===== config.mk =====
export PLATFORM = sky130hd
export DESIGN_NAME = bus_mem_responder
export DESIGN_NICKNAME = d
export VERILOG_FILES = /design/src/rtl/bus_pkg.sv /design/src/rtl/bus_mem_array.sv /design/src/rtl/bus_mem_responder.sv
export SDC_FILE = /design/constraint.sdc
export NUM_CORES = 1
export LEC_CHECK = 0
export CORE_AREA = 5 5 308 310
export CTS_CLUSTER_DIAMETER = 60
export DETAILED_ROUTE_END_ITERATION = 10
export DIE_AREA = 0 0 313 315
export GPL_TIMING_DRIVEN = 0
export PLACE_DENSITY = 0.68
export SLEW_MARGIN = 20
export SYNTH_ARGS = -nofsm -noshare
export SYNTH_HDL_FRONTEND = slang
export SYNTH_SLANG_ARGS = --single-unit

===== constraint.sdc =====
create_clock -name clk -period 6.25 [get_ports clk]
set_input_delay 1.875 -clock clk [delete_from_list [all_inputs] [get_ports clk]]
set_output_delay 1.875 -clock clk [all_outputs]
set_load 0.02 [all_outputs]

===== src/rtl/bus_pkg.sv =====
// Shared types and constants for the bus memory responder.
// State encodings, strobe polarity and default wait states.
package bus_pkg;

  typedef enum logic [1:0] {
    ST_IDLE = 2'd0,
    ST_WAIT = 2'd1,
    ST_ACK  = 2'd2,
    ST_HOLD = 2'd3
  } state_e;

  localparam logic ASSERTED_N = 1'b0;

  localparam int WAIT_CYCLES_DEF = 2;

endpackage


===== src/rtl/bus_mem_array.sv =====
// Word-addressed storage: synchronous write, asynchronous read.
// Contents are intentionally not reset.
module bus_mem_array #(
  parameter int ADDR_W = 5,
  parameter int DATA_W = 32
) (
  input  logic              clk_i,
  input  logic              we_i,
  input  logic [ADDR_W-1:0] addr_i,
  input  logic [DATA_W-1:0] wdata_i,
  output logic [DATA_W-1:0] rdata_o
);

  logic [DATA_W-1:0] mem_q [2**ADDR_W];

  always_ff @(posedge clk_i) begin
    if (we_i) begin
      mem_q[addr_i] <= wdata_i;
    end
  end

  assign rdata_o = mem_q[addr_i];

endmodule


===== src/rtl/bus_mem_responder.sv =====
// Strobe-handshake memory slave with programmable wait states.
// Answers each as_n cycle with a one-clock ack_n pulse.
module bus_mem_responder
  import bus_pkg::*;
#(
  parameter int ADDR_W      = 5,
  parameter int DATA_W      = 32,
  parameter int WAIT_CYCLES = WAIT_CYCLES_DEF
) (
  input  logic              clk,
  input  logic              reset,
  input  logic              as_n,
  input  logic              wr_n,
  input  logic [ADDR_W-1:0] addr,
  input  logic [DATA_W-1:0] data_in,
  output logic              ack_n,
  output logic [DATA_W-1:0] data_out,
  output logic              busy,
  output logic              aborted,
  output logic [7:0]        wr_count
);

  state_e            state_q, state_d;
  logic [3:0]        cnt_q, cnt_d;
  logic              ack_n_q, ack_n_d;
  logic [DATA_W-1:0] data_out_q, data_out_d;
  logic              aborted_q, aborted_d;
  logic [7:0]        wr_count_q, wr_count_d;
  logic              commit;
  logic              we;
  logic [DATA_W-1:0] rdata;

  bus_mem_array #(
    .ADDR_W (ADDR_W),
    .DATA_W (DATA_W)
  ) u_mem (
    .clk_i   (clk),
    .we_i    (we),
    .addr_i  (addr),
    .wdata_i (data_in),
    .rdata_o (rdata)
  );

  always_comb begin
    state_d    = state_q;
    cnt_d      = cnt_q;
    ack_n_d    = 1'b1;
    data_out_d = data_out_q;
    aborted_d  = 1'b0;
    wr_count_d = wr_count_q;
    commit     = 1'b0;
    unique case (state_q)
      ST_IDLE: begin
        if (as_n == ASSERTED_N) begin
          state_d = ST_WAIT;
          cnt_d   = 4'(WAIT_CYCLES);
        end
      end
      ST_WAIT: begin
        if (as_n != ASSERTED_N) begin
          state_d   = ST_IDLE;
          aborted_d = 1'b1;
        end else if (cnt_q == 4'd0) begin
          state_d = ST_ACK;
          ack_n_d = 1'b0;
          commit  = 1'b1;
        end else begin
          cnt_d = cnt_q - 4'd1;
        end
      end
      ST_ACK: state_d = ST_HOLD;
      // Wait for strobe release so one strobe yields one ack.
      ST_HOLD: begin
        if (as_n != ASSERTED_N) begin
          state_d = ST_IDLE;
        end
      end
      default: state_d = ST_IDLE;
    endcase
    we = commit && (wr_n == ASSERTED_N);
    if (we) begin
      wr_count_d = wr_count_q + 8'd1;
    end
    if (commit && (wr_n != ASSERTED_N)) begin
      data_out_d = rdata;
    end
  end

  always_ff @(posedge clk or posedge reset) begin
    if (reset) begin
      state_q    <= ST_IDLE;
      cnt_q      <= 4'd0;
      ack_n_q    <= 1'b1;
      data_out_q <= '0;
      aborted_q  <= 1'b0;
      wr_count_q <= 8'd0;
    end else begin
      state_q    <= state_d;
      cnt_q      <= cnt_d;
      ack_n_q    <= ack_n_d;
      data_out_q <= data_out_d;
      aborted_q  <= aborted_d;
      wr_count_q <= wr_count_d;
    end
  end

  assign ack_n    = ack_n_q;
  assign data_out = data_out_q;
  assign busy     = (state_q != ST_IDLE);
  assign aborted  = aborted_q;
  assign wr_count = wr_count_q;

endmodule


==> metrics.txt, run 1 <==
status completed; Crit. End Element register; Synth cell types 57; YS warnings 0; area grow syn2layout 18.5%; WP data arrival 6.51 ns; IO buf count 82; setup violators final 0; fillers 6837; antenna violations before repair 3; Layout Utilization between 50 and 60%; post-synth top area share 75.1%; final WL 116 mm; Post-synth EDFFs 1024; CTS tree done; setup TNS 0 ns; CTS HTree Levels 3; Post-DP HPWL a little under 80 mm; Worst-Margin Slew approximately 1.2 ns; Hold Fails Final Rpt 0; share of flip-flops with an asynchronous set or reset around 4.5%; core box area 91400 um^2; share of cells above drive strength 1 21.3%; largest net degree at the start of global routing 40; vias in the first global route 22600; sequential fraction of the synthesis area 78.1%; Residual DRC 0; crit path kind in2reg; DRT iter0 DRCs around 3300; most frequent cells in the layout 1024 x edfxtp_1, 220 x mux2i_1, 150 x mux4_2; Crit path largest cell delay 0.78 ns; DIE AREA 98600 um^2; TritonCTS buffer count 106; worst path cell trace clkdlybuf4s50_1 > clkbuf_1 > clkbuf_1 > clkbuf_1 > clkbuf_1 > nand3_1 > nor2_4 > buf_16; Worst Hold Slack 0.479 ns; Final Skew around 0.022 ns; cell count after synthesis 2038; Sequential cell area 32000 um^2; multi-input logic area 8720 um^2; CTS Root Cell clkbuf_16; Power Density 322 nW/um^2; Site Rows roughly 110; grt ovf 0; worst min path class reg2reg; Starting Density 44.8%; Synth Register Bits 1072; max_slew headroom 18.1%; leakage 15.9 nW; Critical Path RT 6.61 ns; startpoint types input pin; RSZ-0062 raised after global routing false; top_reg_cell synth edfxtp_1; Worst path slowest cell clkbuf_1; Mapped Avg Cell Area 20.1 um^2; Max Cap Viol 0; most common cell after layout, fill and taps aside edfxtp_1; Crit path buffers/inverters 6; FMAX 163 MHz; Mapped Area between 40000 and 50000 um^2; number of vias per cell 6.24; via count roughly 22000; synth top area cells edfxtp_1 75%, mux4_2 8.3%, mux2i_1 5.4%, dfrtp_1 2.9%, o22ai_1 1.5%; DR WL/cell 32.5 um; clk sink count 1072; clock-pin slew on the worst setup and hold paths 0.06 ns; crit-path most repeated cell clkbuf_1; total power 15.6 mW; minimum clock period 6.15 ns; Max VDD drop about 0.28 mV; gpl congestion between 0.8 and 0.9; die width 313 um; period utilisation layout a little over nine tenths; CP max FO 12; Final ANT Viol Nets 0; final net count between 2000 and 2500; first-pass GRT wire length 163 mm; # IOs 84; Longest Clk Path Bufs 3; final number of max-transition violations 0; Worst path top cell family by delay buffers and inverters; cell accounting for the most synthesized area edfxtp_1; cts hold-fix bufs 0; total track usage 23.2%; Die H 315 um; Pre-antenna DRT Iters 6; later-pin clock latency in the skew report 0.68 ns; Mapped Nets 2082
## worst min-delay path, stage by stage, from the launching register on
cell and delay [ns]:
dfrtp_1 0.34, nand2_1 0.04, o21ai_0 0.06
## through the flow
stage	cell area (um^2)	worst slack, ns	cells
2_1_floorplan	40900	0.231	2038
3_3_place_gp	43200	-4.04	3306
3_5_place_dp	45200	-0.865	3385
4_1_cts	48600	0.331	3582
5_1_grt	48500	0.177	3582
6_report	48500	0.0983	3583
## path summary, 6_finish.rpt
check	start	cells past startpoint	slack, ns	endpoint
worst max-delay path	addr[3]	8	0.1	u_mem.mem_q[29][31]$_DFFE_PP_
worst min-delay path	data_out[10]$_DFFE_PP0P_	2	0.48	data_out[10]$_DFFE_PP0P_
worst max register to register	cnt_q[0]$_DFFE_PP0P_	8	1.93	u_mem.mem_q[13][27]$_DFFE_PP_
worst min register to register	data_out[10]$_DFFE_PP0P_	2	0.48	data_out[10]$_DFFE_PP0P_
max in group asynchronous	reset	3	4.15	ack_n$_DFF_PP1_
min in group asynchronous	reset	2	1.50	data_out[20]$_DFFE_PP0P_
## power by group
group / leakage [nW] / total, mW / internal [mW] / switching [mW]
Clock: 1.67 / 6.30 / 3.63 / 2.67
Combinational: 4.44 / 1.20 / 0.480 / 0.715
Sequential: 9.81 / 8.11 / 8.00 / 0.119
## flip-flops by register name (all words and copies together) (netlist names), named ones only
register / cells
aborted: 1
ack_n: 1
cnt_q: 4
data_out: 32
state_q: 1
u_mem.mem_q: 1024
wr_count: 8
## area by class of cell
cell class                 instances  area share, %
inverter                           7         0.0593
multi-input combinational        847           18.0
sequential                      1072           65.9
buffer                           110          0.962
clock buffer                     131           5.75
clock inverter                    68           1.34
timing repair buffer             161           5.00
antenna                            1        0.00516
tap                             1186           3.06
## synthesized netlist by cell type (4+ instances only)
cell type  number
a2111oi_0       8
a2111oi_1       5
a211oi_1        4
a21o_1          4
a21oi_1        28
a22oi_1        11
a31o_2          7
a31oi_1        19
buf_1          30
buf_2          32
clkbuf_1       49
dfrtp_1        47
edfxtp_1     1024
inv_1           7
mux2_2         15
mux2i_1       220
mux4_2        150
nand2_1        73
nand2b_1        4
nand3_1        21
nor2_1         60
nor2b_1         4
nor3_1         13
nor4_1         11
o211a_1         5
o211ai_1        9
o21ai_0        11
o22a_1          9
o22ai_1        96
or2_2           4
or4_1           8
or4b_2          4
xnor2_1         5
## metal layers
metal	GRT usage [%]	part of all wire, %	up-vias
li1	-	-	8962
met1	30.1	36	11500
met2	37.3	47	1529
met3	6.36	12	367
met4	9.82	5.2	2
met5	0	0.011	-
## what timing repair did
item | 4_1_cts | 5_1_grt
resized for setup | 0 | 0
setup buffers | 0 | 0
setup endpoints to repair | 257 | 0
## logic make-up after synthesis
| family | after synthesis | share of synthesized area [%] |
|---|---|---|
| muxes | 385 | 14.0 |
| adders and majority gates | 3 | 0.0917 |
| AOI/OAI and AO/OA | 224 | 3.68 |
| buffers and inverters | 119 | 1.20 |
| and+or+nand+nor | 228 | 2.76 |
| DFF | 1072 | 78.1 |
| xor gates and xnor gates | 7 | 0.150 |
No activity file was read; power rests on OpenSTA's default activity.
==> run 2, diff against run 1 <==
- SLEW_MARGIN: 20 -> 5
==> metrics.txt, run 2 (synthesis results as in run 1) <==
total track usage 23.0% (-0.22 points); Crit path largest cell delay 0.78 ns (about the same); DR WL/cell 32.5 um (about the same); worst path cell trace clkdlybuf4s50_1 > clkbuf_1 > clkbuf_1 > clkbuf_1 > clkbuf_1 > nand3_1 > nor2_4 > buf_12; later-pin clock latency in the skew report 0.68 ns (about the same); period utilisation layout 99.7% (+1.2 points); most frequent cells in the layout 1024 x edfxtp_1, 220 x mux2i_1, 150 x mux4_2; status finished, violations left; largest net degree at the start of global routing 40 (unchanged); CP max FO 19 (+7); CTS HTree Levels 3 (unchanged); leakage 15.7 nW (-1.4%); DIE AREA 98600 um^2 (unchanged); Power Density 327 nW/um^2 (+1.7%); final net count 2330 (-0.81%); Place WS -1.01 ns (-0.146 ns); startpoint types input pin; final number of max-transition violations 0 (unchanged); cts hold-fix bufs 0 (unchanged); Max VDD drop 0.229 mV (-17%); IO buf count 82 (unchanged); failing checks max-capacitance violations; setup TNS 0 ns (unchanged); total power 15.7 mW (+0.84%); clk sink count 1072 (unchanged); Final Skew 0.0267 ns (+0.00475 ns); CTS Root Cell clkbuf_16; share of cells above drive strength 1 20.1% (-1.2 points); die width 313 um (unchanged); fin worst setup slack 0.0216 ns (-0.0767 ns); Biggest register u_mem.mem_q; Worst Hold Slack 0.482 ns (+0.00313 ns); area grow syn2layout 17.6%; post-placement cell count 3361 (-0.71%); Starting Density 44.8% (unchanged); number of vias per cell 6.24 (about the same); antenna violations before repair 4 (+1); Crit. End Element register; Hold Fails Final Rpt 0 (unchanged); max_slew headroom 1.15% (-17 points); WP data arrival 6.58 ns (+0.07 ns); gpl congestion 0.848 (unchanged); Worst-Margin Slew 1.48 ns (+0.249 ns); Max Cap Viol 1 (+1); Longest Clk Path Bufs 3 (unchanged); Post-DP HPWL 75.2 mm (-2.4%); worst min path class reg2reg; core box area 91400 um^2 (unchanged); RSZ-0062 raised after global routing false; TritonCTS buffer count 109 (+2.8%); Crit path buffers/inverters 6 (unchanged); Final ANT Viol Nets 0 (unchanged); FMAX 161 MHz (-1.2%); Residual DRC 0 (unchanged); via count 22300 (-0.50%); minimum clock period 6.23 ns (+0.0767 ns); Die H 315 um (unchanged); Site Rows 111 (unchanged); Worst path top cell family by delay buffers and inverters; # IOs 84 (unchanged); crit-path most repeated cell clkbuf_1; Pre-antenna DRT Iters 6 (unchanged); most common cell after layout, fill and taps aside edfxtp_1; first-pass GRT wire length 162 mm (-0.63%); Critical Path RT 6.60 ns (about the same); setup violators final 0 (unchanged); final WL 116 mm (-0.48%); grt ovf 0 (unchanged); Non-Filler Instances 3568 (-0.42%); Worst path slowest cell clkbuf_1; vias in the first global route 22700 (+0.52%); crit path kind in2reg; clock-pin slew on the worst setup and hold paths 0.06 ns (about the same); CTS tree done; max reg flops 1024 (unchanged); DRT iter0 DRCs 3386 (+4.0%)
run 2: repair_timing:
action | CTS | global route
setup endpoints to repair | 347 | 0
resized for setup | 0 | 0
buffers inserted | 2 | 0
run 2: final cells by class:
class,instances,area [um^2]
flip-flops and latches,1072,32000
diodes,3,7.51
well taps,1186,1480
multi-input cells,847,8710
repair buffers,139,1920
plain buffers,110,459
clock buffers,140,2990
fillers,6941,43300
clock inverters,64,562
inverters,7,28.8
run 2: power breakdown:
group          internal [mW]  leakage (nW)  total, mW  switching, mW
sequential              8.00          9.81       8.12          0.116
clock                   3.71          1.74       6.43           2.72
combinational          0.485          4.16       1.19          0.709
total                   12.2          15.7       15.7           3.54
run 2: final timing paths:
| check | startpoint | endpoint | slack (ns) | cells past startpoint |
|---|---|---|---|---|
| worst min register to register | wr_count[7]$_DFFE_PP0P_ | wr_count[7]$_DFFE_PP0P_ | 0.48 | 1 |
| min in group asynchronous | reset | data_out[8]$_DFFE_PP0P_ | 1.49 | 2 |
| max in group asynchronous | reset | data_out[1]$_DFFE_PP0P_ | 4.17 | 3 |
| worst max-delay path | addr[3] | u_mem.mem_q[28][18]$_DFFE_PP_ | 0.02 | 8 |
| worst min-delay path | wr_count[7]$_DFFE_PP0P_ | wr_count[7]$_DFFE_PP0P_ | 0.48 | 1 |
| worst max register to register | cnt_q[0]$_DFFE_PP0P_ | u_mem.mem_q[14][3]$_DFFE_PP_ | 1.90 | 8 |
run 2: stage by stage:
stage	instance area (um^2)	util, %
after CTS	48100	52.6
after global placement	43200	47.3
final	48100	52.7
after detailed placement	44600	48.8
after floorplan	40900	-
after global routing	48100	52.6
run 2: layer usage:
layer,vias to the layer above,part of all wire [%],global-route usage (%)
met5,-,0.0095,0
met4,2,5.4,10.6
met3,361,12,5.63
met2,1525,47,37.0
met1,11400,36,29.8
li1,8916,-,-
==> run 3, diff against run 2 <==
- CORE_AREA: 5 5 308 310 -> 5 5 376 378
- DIE_AREA: 0 0 313 315 -> 0 0 381 383
- GPL_TIMING_DRIVEN: 0 -> not set
- PLACE_DENSITY: 0.68 -> 0.51
==> metrics.txt, run 3 (synthesis results as in run 1) <==
final WL 111 mm (-4.0%); final number of max-transition violations 0 (unchanged); via count 20700 (-7.0%); worst path cell trace clkdlybuf4s50_1 > or3b_4 > nor3_2 > nand3b_1 > buf_4 > nor2_4 > buf_12; largest net degree at the start of global routing 72 (+80%); CP max FO 18 (-1); Critical Path RT 6.66 ns (+0.06 ns); antenna violations before repair 2 (-2); period utilisation layout 72.8% (-27 points); later-pin clock latency in the skew report 0.72 ns (+0.04 ns); Post-CTS Setup Bufs 0 (-2); number of vias per cell 5.02 (-19%); placed instance area 44900 um^2 (+0.78%); clk sink count 1072 (unchanged); crit path kind in2reg; Worst Hold Slack 0.478 ns (-0.00400 ns); setup TNS 0 ns (unchanged); max reg flops 1024 (unchanged); CTS HTree Levels 3 (unchanged); Residual DRC 0 (unchanged); Hold Fails Final Rpt 0 (unchanged); Crit path buffers/inverters 3 (-3); Starting Density 29.8% (-15 points); leakage 15.7 nW (about the same); Biggest register u_mem.mem_q; Final Skew 0.0327 ns (+0.00603 ns); Crit. End Element register; Crit path largest cell delay 0.80 ns (+0.02 ns); Die H 383 um (+22%); WP data arrival 4.96 ns (-1.62 ns); Power Density 329 nW/um^2 (+0.67%); total track usage 15.0% (-7.9 points); vias in the first global route 21600 (-5.0%); Worst path top cell family by delay simple AND/OR/NAND/NOR gates; cts hold-fix bufs 0 (unchanged); area grow syn2layout 18.7%; minimum clock period 4.55 ns (-1.68 ns); final instance area 48600 um^2 (+0.97%); FMAX 220 MHz (+37%); CTS tree done; Pre-antenna DRT Iters 5 (-1); fillers 12700 (+83%); gpl congestion 0.777 (-8.4%); grt ovf 0 (unchanged); fin worst setup slack 1.70 ns (+1.68 ns); final net count 2276 (-2.3%); core box area 137000 um^2 (+50%); TritonCTS buffer count 111 (+1.8%); clock-pin slew on the worst setup and hold paths 0.06 ns (about the same); # IOs 84 (unchanged); DIE AREA 146000 um^2 (+48%); Max VDD drop 0.212 mV (-7.5%); Longest Clk Path Bufs 3 (unchanged); RSZ-0062 raised after global routing false; status completed; post-cts resize count 0 (unchanged); Post-DP HPWL 69.2 mm (-7.9%); DRT iter0 DRCs 1881 (-44%); IO buf count 83 (+1.2%); Worst path slowest cell nor3_2; DR WL/cell 27.0 um (-17%); max_slew headroom 13.7% (+13 points); share of cells above drive strength 1 21.8% (+1.7 points); Worst-Margin Slew 1.29 ns (-0.187 ns); Max Cap Viol 0 (-1); Non-Filler Instances 4121 (+15%); CTS Root Cell clkbuf_16; post-placement cell count 3913 (+16%); Final ANT Viol Nets 0 (unchanged); Place WS 0.999 ns (+2.01 ns); setup violators final 0 (unchanged); worst min path class reg2reg; first-pass GRT wire length 160 mm (-1.3%); Site Rows 136 (+23%); die width 381 um (+22%); most frequent cells in the layout 1024 x edfxtp_1, 220 x mux2i_1, 150 x mux4_2; most common cell after layout, fill and taps aside edfxtp_1; startpoint types input pin; number of antenna diodes 0 (-3)
-- run 3: changes by cell type in the layout (fill, tap and decap cells not counted), sizes merged --
cell,previous run,this run
clkinv,42,40
bufinv,8,11
clkdlybuf4s50,82,76
inv,13,16
clkinvlp,8,4
diode,3,0
clkbuf,190,144
-- run 3: final timing paths --
| check | depth (start not counted) | slack (ns) | start | to |
|---|---|---|---|---|
| max | 7 | 1.70 | as_n | u_mem.mem_q[2][23]$_DFFE_PP_ |
| min | 1 | 0.48 | wr_count[7]$_DFFE_PP0P_ | wr_count[7]$_DFFE_PP0P_ |
| min reg2reg | 1 | 0.48 | wr_count[7]$_DFFE_PP0P_ | wr_count[7]$_DFFE_PP0P_ |
| max reg2reg | 8 | 2.60 | cnt_q[0]$_DFFE_PP0P_ | u_mem.mem_q[2][23]$_DFFE_PP_ |
| min in group asynchronous | 2 | 1.45 | reset | data_out[8]$_DFFE_PP0P_ |
| max in group asynchronous | 3 | 3.77 | reset | data_out[30]$_DFFE_PP0P_ |
-- run 3: area by class of cell --
cell class / count / area (um^2) / area share, %
multi-input combinational: 847 / 8730 / 18.0
tap: 1794 / 2240 / 4.62
timing repair buffer: 193 / 1930 / 3.98
clock inverter: 64 / 718 / 1.48
inverter: 7 / 27.5 / 0.0567
sequential: 1072 / 32000 / 65.8
clock buffer: 144 / 2980 / 6.14
-- run 3: report_power, final --
part,switching [mW],internal (mW),total (mW)
registers,0.154,7.99,8.15
clock network,2.81,3.85,6.66
logic,0.695,0.492,1.19
-- run 3: worst reg2reg max path, delay by kind of cell, from the launching register on --
family,cells,cell delay [ns]
and+or+nand+nor,4,2.10
DFF,1,0.38
adders and majority gates,1,0.23
buffers and inverters,3,0.63
-- run 3: routing by layer --
| layer | vias to the layer above | GRT usage (%) | share of wire (%) |
|---|---|---|---|
| li1 | 8831 | - | - |
| met1 | 11100 | 20.3 | 43 |
| met2 | 658 | 25.5 | 49 |
| met3 | 156 | 2.43 | 5.2 |
| met4 | 0 | 3.65 | 2.1 |
| met5 | - | 0 | 0 |
-- run 3: stage by stage --
step           total power [mW]  utilization (%)
3_3_place_gp               9.50             32.7
5_1_grt                    16.5             35.4
4_1_cts                    16.2             35.4
6_report                   16.0             35.4
2_1_floorplan              8.82                -
3_5_place_dp               9.52             32.7
